[config.mk]
export PLATFORM = sky130hd
export DESIGN_NAME = prog_loader_flat
export DESIGN_NICKNAME = d
export VERILOG_FILES = /design/src/rtl/prog_loader_if.sv /design/src/rtl/prog_loader.sv /design/src/flat_wrapper.sv
export SDC_FILE = /design/constraint.sdc
export NUM_CORES = 1
export LEC_CHECK = 0
export BUFFER_PORTS_ARGS = -buffer_cell sky130_fd_sc_hd__clkbuf_2
export CORE_ASPECT_RATIO = 1.1
export CORE_MARGIN = 2
export CORE_UTILIZATION = 32
export CTS_BUF_LIST = sky130_fd_sc_hd__clkbuf_8
export DETAILED_ROUTE_END_ITERATION = 10
export SETUP_SLACK_MARGIN = 0.5
export SLEW_MARGIN = 5
export SYNTH_ARGS = -nofsm -noshare
export SYNTH_HDL_FRONTEND = slang
export SYNTH_SLANG_ARGS = --single-unit
[constraint.sdc]
create_clock -name clk -period 2.5 [get_ports clk]
set_input_delay 0.125 -clock clk [delete_from_list [all_inputs] [get_ports clk]]
set_output_delay 0.125 -clock clk [all_outputs]
set_load 0.01 [all_outputs]
[src/rtl/prog_loader_if.sv]
// -----------------------------------------------------------------------------
// prog_loader_if
//   Byte-stream writer channel feeding the program loader.
//   in_valid : writer has a byte on in_data
//   in_ready : loader can take a byte this cycle
//   in_data  : byte value
//   A byte transfers on a rising clk edge where in_valid and in_ready are both 1.
//   Modports: master = byte writer, slave = prog_loader.
// -----------------------------------------------------------------------------
interface prog_loader_if;
    logic       in_valid;
    logic       in_ready;
    logic [7:0] in_data;

    modport master (output in_valid, output in_data, input in_ready);
    modport slave  (input in_valid, input in_data, output in_ready);
endinterface

[src/rtl/prog_loader.sv]
// -----------------------------------------------------------------------------
// prog_loader
//   Writable 16 x `PROG_WIDTH program store for the minicpu, filled at run time
//   from a framed byte stream: HDR_BYTE, L (1..16), then L pairs {HI, LO} with
//   HI = {4'b0000, word[11:8]} and LO = word[7:0]; words land at 0..L-1.
//   The CPU is held (cpu_hold) while a load runs and after any failed load.
//
//   Optional feature: define PROG_LOADER_CHECKSUM_EN to require one trailing
//   checksum byte equal to -(L + sum of all HI/LO bytes) mod 256.
//
// Ports
//   clk          system clock, rising edge
//   n_reset      asynchronous active-low reset (memory back to FILL_WORD)
//   wr           byte-stream writer channel (slave side)
//   addr         CPU fetch address
//   out          mem[addr], combinational
//   cpu_hold     1 = CPU must stay in reset
//   load_done    one-cycle pulse on a successful load
//   load_err     one-cycle pulse on an aborted load
//   words_loaded word count of the last successful load
// -----------------------------------------------------------------------------
`ifndef PROG_WIDTH
`define PROG_WIDTH 12
`endif

module prog_loader #(
    parameter int                      ADDR_WIDTH = 4,
    parameter logic [`PROG_WIDTH-1:0]  FILL_WORD  = 12'b1111_0000_0000,
    parameter logic [7:0]              HDR_BYTE   = 8'hA5
) (
    input  logic                    clk,
    input  logic                    n_reset,
    prog_loader_if.slave            wr,
    input  logic [ADDR_WIDTH-1:0]   addr,
    output logic [`PROG_WIDTH-1:0]  out,
    output logic                    cpu_hold,
    output logic                    load_done,
    output logic                    load_err,
    output logic [4:0]              words_loaded
);
    localparam int DEPTH = 2 ** ADDR_WIDTH;
    localparam int CNT_W = ADDR_WIDTH + 1;   // must hold the value DEPTH itself

    typedef enum logic [2:0] {
        S_IDLE,
        S_LEN,
        S_HI,
        S_LO,
        S_WRITE,
`ifdef PROG_LOADER_CHECKSUM_EN
        S_CSUM,
`endif
        S_FINISH,
        S_ABORT
    } state_e;

    state_e                    state_q, state_d;
    logic [CNT_W-1:0]          len_q, len_d;
    logic [CNT_W-1:0]          ptr_q, ptr_d;
    logic [3:0]                nib_q, nib_d;
    logic [`PROG_WIDTH-1:0]    word_q, word_d;
    logic                      hold_q, hold_d;
    logic [4:0]                wl_q, wl_d;
    logic [`PROG_WIDTH-1:0]    mem_q [DEPTH];
    logic [`PROG_WIDTH-1:0]    mem_d [DEPTH];
`ifdef PROG_LOADER_CHECKSUM_EN
    logic [7:0]                csum_q, csum_d;
`endif

    logic accept;
    assign accept = wr.in_valid && wr.in_ready;

    // ---------------------------------------------------------------- registers
    always_ff @(posedge clk or negedge n_reset) begin
        if (!n_reset) begin
            state_q <= S_IDLE;
            len_q   <= '0;
            ptr_q   <= '0;
            nib_q   <= '0;
            word_q  <= '0;
            hold_q  <= 1'b0;
            wl_q    <= '0;
            // NOTE: the store is flops, not a RAM macro, because reset must
            // restore defined contents (JMP 0) in every word, mid-load included.
            mem_q   <= '{default: FILL_WORD};
`ifdef PROG_LOADER_CHECKSUM_EN
            csum_q  <= '0;
`endif
        end else begin
            // NOTE: non-blocking everywhere here so every flop samples the
            // pre-edge values regardless of statement order.
            state_q <= state_d;
            len_q   <= len_d;
            ptr_q   <= ptr_d;
            nib_q   <= nib_d;
            word_q  <= word_d;
            hold_q  <= hold_d;
            wl_q    <= wl_d;
            mem_q   <= mem_d;
`ifdef PROG_LOADER_CHECKSUM_EN
            csum_q  <= csum_d;
`endif
        end
    end

    // --------------------------------------------------------------- next state
    always_comb begin
        // NOTE: default first so no path through the case leaves state_d
        // unassigned (that would infer a latch).
        state_d = state_q;
        case (state_q)
            S_IDLE:  if (accept && wr.in_data == HDR_BYTE) state_d = S_LEN;
            S_LEN:   if (accept) state_d = (wr.in_data != 8'd0 && int'(wr.in_data) <= DEPTH)
                                           ? S_HI : S_ABORT;
            S_HI:    if (accept) state_d = (wr.in_data[7:4] == 4'd0) ? S_LO : S_ABORT;
            S_LO:    if (accept) state_d = S_WRITE;
            S_WRITE: begin
                if (ptr_q + CNT_W'(1) == len_q) begin
`ifdef PROG_LOADER_CHECKSUM_EN
                    state_d = S_CSUM;
`else
                    state_d = S_FINISH;
`endif
                end else begin
                    state_d = S_HI;
                end
            end
`ifdef PROG_LOADER_CHECKSUM_EN
            // The running sum plus a correct checksum byte wraps to zero.
            S_CSUM:  if (accept) state_d = (csum_q + wr.in_data == 8'd0) ? S_FINISH : S_ABORT;
`endif
            S_FINISH: state_d = S_IDLE;
            S_ABORT:  state_d = S_IDLE;
            default:  state_d = S_IDLE;
        endcase
    end

    // ------------------------------------------------------------------ outputs
    always_comb begin
        wr.in_ready = n_reset && (state_q != S_WRITE);
        load_done   = (state_q == S_FINISH);
        load_err    = (state_q == S_ABORT);
    end

    assign cpu_hold     = hold_q;
    assign words_loaded = wl_q;
    assign out          = mem_q[addr];

    // ----------------------------------------------------------------- datapath
    always_comb begin
        len_d  = len_q;
        ptr_d  = ptr_q;
        nib_d  = nib_q;
        word_d = word_q;
        hold_d = hold_q;
        wl_d   = wl_q;
        mem_d  = mem_q;
`ifdef PROG_LOADER_CHECKSUM_EN
        csum_d = csum_q;
`endif
        case (state_q)
            S_IDLE: if (accept && wr.in_data == HDR_BYTE) hold_d = 1'b1;
            S_LEN: if (accept) begin
                // Latched even when out of range; ABORT never uses it.
                len_d  = CNT_W'(wr.in_data);
                ptr_d  = '0;
`ifdef PROG_LOADER_CHECKSUM_EN
                csum_d = wr.in_data;
`endif
            end
            S_HI: if (accept) begin
                nib_d  = wr.in_data[3:0];
`ifdef PROG_LOADER_CHECKSUM_EN
                csum_d = csum_q + wr.in_data;
`endif
            end
            S_LO: if (accept) begin
                word_d = {nib_q, wr.in_data};
`ifdef PROG_LOADER_CHECKSUM_EN
                csum_d = csum_q + wr.in_data;
`endif
            end
            S_WRITE: begin
                mem_d[ptr_q[ADDR_WIDTH-1:0]] = word_q;
                ptr_d = ptr_q + CNT_W'(1);
            end
            // ABORT deliberately leaves hold_q set: the program is now partial.
            S_FINISH: begin
                wl_d   = 5'(len_q);
                hold_d = 1'b0;
            end
            default: ;
        endcase
    end

endmodule

[src/flat_wrapper.sv]
// flat-port wrapper written by rule: the top's interface ports become plain ports
module prog_loader_flat 
#(
    parameter int                      ADDR_WIDTH = 4,
    parameter logic [`PROG_WIDTH-1:0]  FILL_WORD  = 12'b1111_0000_0000,
    parameter logic [7:0]              HDR_BYTE   = 8'hA5
)
  (clk, n_reset, addr, out, cpu_hold, load_done, load_err, words_loaded, wr_in_valid, wr_in_data, wr_in_ready);
  prog_loader_if wr_i ();
  input  logic clk;
  input  logic n_reset;
  input  logic [ADDR_WIDTH-1:0] addr;
  output logic [`PROG_WIDTH-1:0] out;
  output logic cpu_hold;
  output logic load_done;
  output logic load_err;
  output logic [4:0] words_loaded;
  input wire logic [$bits(wr_i.in_valid)-1:0] wr_in_valid;
  input wire logic [$bits(wr_i.in_data)-1:0] wr_in_data;
  output wire logic [$bits(wr_i.in_ready)-1:0] wr_in_ready;
  assign wr_i.in_valid = wr_in_valid;
  assign wr_i.in_data = wr_in_data;
  assign wr_in_ready = wr_i.in_ready;
  prog_loader #(.ADDR_WIDTH(ADDR_WIDTH), .FILL_WORD(FILL_WORD), .HDR_BYTE(HDR_BYTE)) u_core (.clk(clk), .n_reset(n_reset), .wr(wr_i), .addr(addr), .out(out), .cpu_hold(cpu_hold), .load_done(load_done), .load_err(load_err), .words_loaded(words_loaded));
endmodule
==> impl_metrics.py <==
metrics = {
    "status": {
        "status": "finished, final reports clean",
    },
    "cells_and_area": {
        "design_area_final_sq_um": 12450,
        "layout-area-overhead-vs-synth_pct": 19.76,
        "final_cells": 1191,
        "regArea_sq_um": 5763,
        "final_layout_net_count": 750,
        "n_fill_cell": 3081,
        "multi_input_area_sq_um": 4443,
        "share_of_post_route_cells_with_drive_strength_above_1_pct": 64.44,
        "layout.cells.most_common": "sky130_fd_sc_hd__mux2_2",
        "antenna_cells_inserted": 0,
        "most_frequent_cells_in_the_layout": "sky130_fd_sc_hd__mux2_2 (210), sky130_fd_sc_hd__dfrtp_1 (161), sky130_fd_sc_hd__dfstp_2 (64)",
    },
    "synthesis": {
        "synth_nets": 662,
        "top_cells_by_area_synth": "sky130_fd_sc_hd__dfrtp_1 (39%), sky130_fd_sc_hd__mux2_2 (23%), sky130_fd_sc_hd__dfstp_2 (16%)",
        "yosysTopAreaCell": "sky130_fd_sc_hd__dfrtp_1",
        "post_synth_instance_area_sq_um": 10400,
        "synth_seq_area_share_pct": 55.41,
        "unique_cell_type_count_in_the_yosys_netlist": 44,
        "netlist_instances": 643,
        "proportion_of_register_bits_with_asynchronous_set_or_reset_after_synthesis_pct": 100.0,
        "synth_area_per_cell_sq_um": 16.17,
        "synth_ff_type": "sky130_fd_sc_hd__dfrtp_1",
        "synth.top_cell.area_share_pct": 39.23,
        "yosys_warnings": 0,
        "yosys_register_bits": 227,
        "synth_enable_flop_cells": 0,
    },
    "sta": {
        "clock-skew-final_ns": 0.02644,
        "unrepaired_setup_endpoints_after_global_routing": "yes",
        "timing.max_slew.rel_slack_pct": 50.54,
        "final-hold-violation-count": 0,
        "timing.fmax_ghz": 0.4500,
        "timing.final.ws_setup_ns": 0.2775,
        "final_max_slew_viol_count": 0,
        "totalNegativeSetupSlack_ns": 0,
        "worst-slew-pin-transition_ns": 0.7419,
        "finalSetupViolations": 0,
        "period_minus_slack_ns": 2.222,
        "layout_worst_path_cycle_share_pct": 88.90,
    },
    "critical_path": {
        "timing.setup.critical_path_class": "reg -> out",
        "required_ns": 2.38,
        "cp-end-kind": "primary output",
        "critical_path.max_fanout": 2,
        "cp-start-kind": "register",
        "critical_path_arrival_ns": 2.10,
    },
    "cts": {
        "path_clk_slew_ns": 0.06,
        "cts.sinks": 227,
        "cts-htree-levels": 2,
        "clockRootBuffer": "sky130_fd_sc_hd__clkbuf_8",
        "cts-buffers-inserted": 42,
        "tritoncts": "built",
        "cts_buffer_depth": 3,
        "clk_latency_ns": 0.54,
    },
    "detailed_routing": {
        "routedWlPerCell_um": 20.29,
        "route.detailed.drc": 0,
        "routed-via-count": 5895,
        "initialDrtViolationCount": 302,
        "detailedRoute.firstPassIterationCount": 4,
        "final_antenna_net_count": 0,
        "routed_via_density": 4.950,
        "drt_wl_total_um": 24160,
    },
    "hold_path": {
        "worst_hold_path_type": "in -> async",
    },
    "place": {
        "half_perimeter_wire_length_after_detailed_placement_um": 14710,
        "place.port_buffers": 35,
        "preCtsSetupSlack_ns": 0.2482,
        "gpl.final_weighted_congestion": 0.7463,
        "placed_area_sq_um": 11180,
        "numPlacedInstances": 1086,
    },
    "die": {
        "die-width_um": 175.9,
        "die_y_um": 193.0,
        "core_region_area_sq_um": 32120,
        "initial_utilization_pct": 32.37,
        "num_io_pins": 36,
        "full_die_area_sq_um": 33950,
        "core.rowCount": 69,
    },
    "job": {
        "maxCapViolations": 0,
    },
    "power": {
        "max-vdd-ir-drop_mv": 0.4299,
        "p_total_uw": 10240,
        "power_density_over_cell_area_nw_per_um2": 822.3,
        "power_leakage_uw": 0.005771,
    },
    "grt": {
        "grt_overflow": 0,
        "grt_pass1_vias": 6350,
        "maximum_number_of_pins_on_one_net_before_global_route_repair": 128,
        "grt_first_pass_wirelength_um": 38370,
        "grt.total_usage_pct": 14.84,
        "antenna_found_initial": 0,
    },
}
## metal layers
layer | part of all wire, % | GRT usage [%]
met5 | 0 | 0
met4 | 1.7 | 4.228
met3 | 3.2 | 2.843
met2 | 50 | 25.53
met1 | 45 | 19.21
## power breakdown
part / switching, uW / internal, uW / total, uW / leakage [uW]
Combinational: 650 / 988 / 1640 / 0.00240
Clock: 1530 / 1900 / 3430 / 0.000506
Sequential: 816 / 4350 / 5170 / 0.00286
Total: 3000 / 7240 / 10200 / 0.00577
## critical path: stages, from the launching register on
cell,delay (ns)
sky130_fd_sc_hd__dfrtp_1,0.38
sky130_fd_sc_hd__mux4_2,0.48
sky130_fd_sc_hd__mux4_2,0.54
sky130_fd_sc_hd__buf_6,0.15
## worst paths after layout
path,from,to,slack (ns),cells past startpoint
max in group asynchronous,n_reset,u_core.state_q[0],1.17,3
min in group clk,wr_in_data[5],u_core.word_q[5],0.44,3
worst min-delay path,n_reset,u_core.word_q[1],0.28,3
worst max-delay path,u_core.mem_q[91],out[7],0.28,3
worst max register to register,u_core.state_q[0],u_core.mem_q[134],0.53,7
worst min register to register,u_core.mem_q[149],u_core.mem_q[149],0.50,1
## sequential cells by signal (all words and copies together) (netlist names)
register	cells
u_core.cpu_hold	1
u_core.len_q	5
u_core.mem_q	192
u_core.nib_q	4
u_core.ptr_q	5
u_core.state_q	3
u_core.word_q	12
u_core.words_loaded	5
## cells in the mapped netlist (3+ instances only)
master	instances
sky130_fd_sc_hd__clkbuf_1	23
sky130_fd_sc_hd__xnor2_1	3
sky130_fd_sc_hd__mux2_2	211
sky130_fd_sc_hd__ha_1	4
sky130_fd_sc_hd__buf_2	17
sky130_fd_sc_hd__o21ai_0	5
sky130_fd_sc_hd__inv_1	5
sky130_fd_sc_hd__buf_6	4
sky130_fd_sc_hd__nor4_1	3
sky130_fd_sc_hd__xor2_1	4
sky130_fd_sc_hd__mux2_4	6
sky130_fd_sc_hd__nor2b_1	3
sky130_fd_sc_hd__dfrtp_1	163
sky130_fd_sc_hd__mux4_2	60
sky130_fd_sc_hd__nand2_1	23
sky130_fd_sc_hd__dfstp_2	64
sky130_fd_sc_hd__nor2_1	9
## logic make-up after synthesis
logic type / Yosys count / synth area share, %
flops: 227 / 55.41
simple gates: 56 / 2.997
mux: 280 / 37.02
compound gates: 18 / 1.168
buf+inv: 51 / 2.335
fa+ha+maj: 4 / 0.4814
xor+xnor: 7 / 0.5897
## metrics by stage
step                hold slack [ns]  util [%]
finish                       0.2790     38.77
CTS                          0.3033     37.95
global placement           -0.03769     34.81
global route                 0.3600     38.77
detailed placement         -0.03908     34.81
floorplan                   -0.1706         -
## final cells by class
cell class,count,share of cell area (%)
timing repair buffer,90,6.934
inverter,5,0.1507
sequential,227,46.29
tap,426,4.281
clock buffer,53,5.859
multi-input combinational,365,35.68
clock inverter,25,0.8039
## what timing repair did
item,in CTS,in global routing
gates resized for setup,7,56
setup endpoints to repair,85,114
endpoints found under the hold margin,159,0
gates cloned,0,1
hold buffers,11,0
pin swaps,1,4
setup buffers,7,8
(Power assumes the default switching activity.)
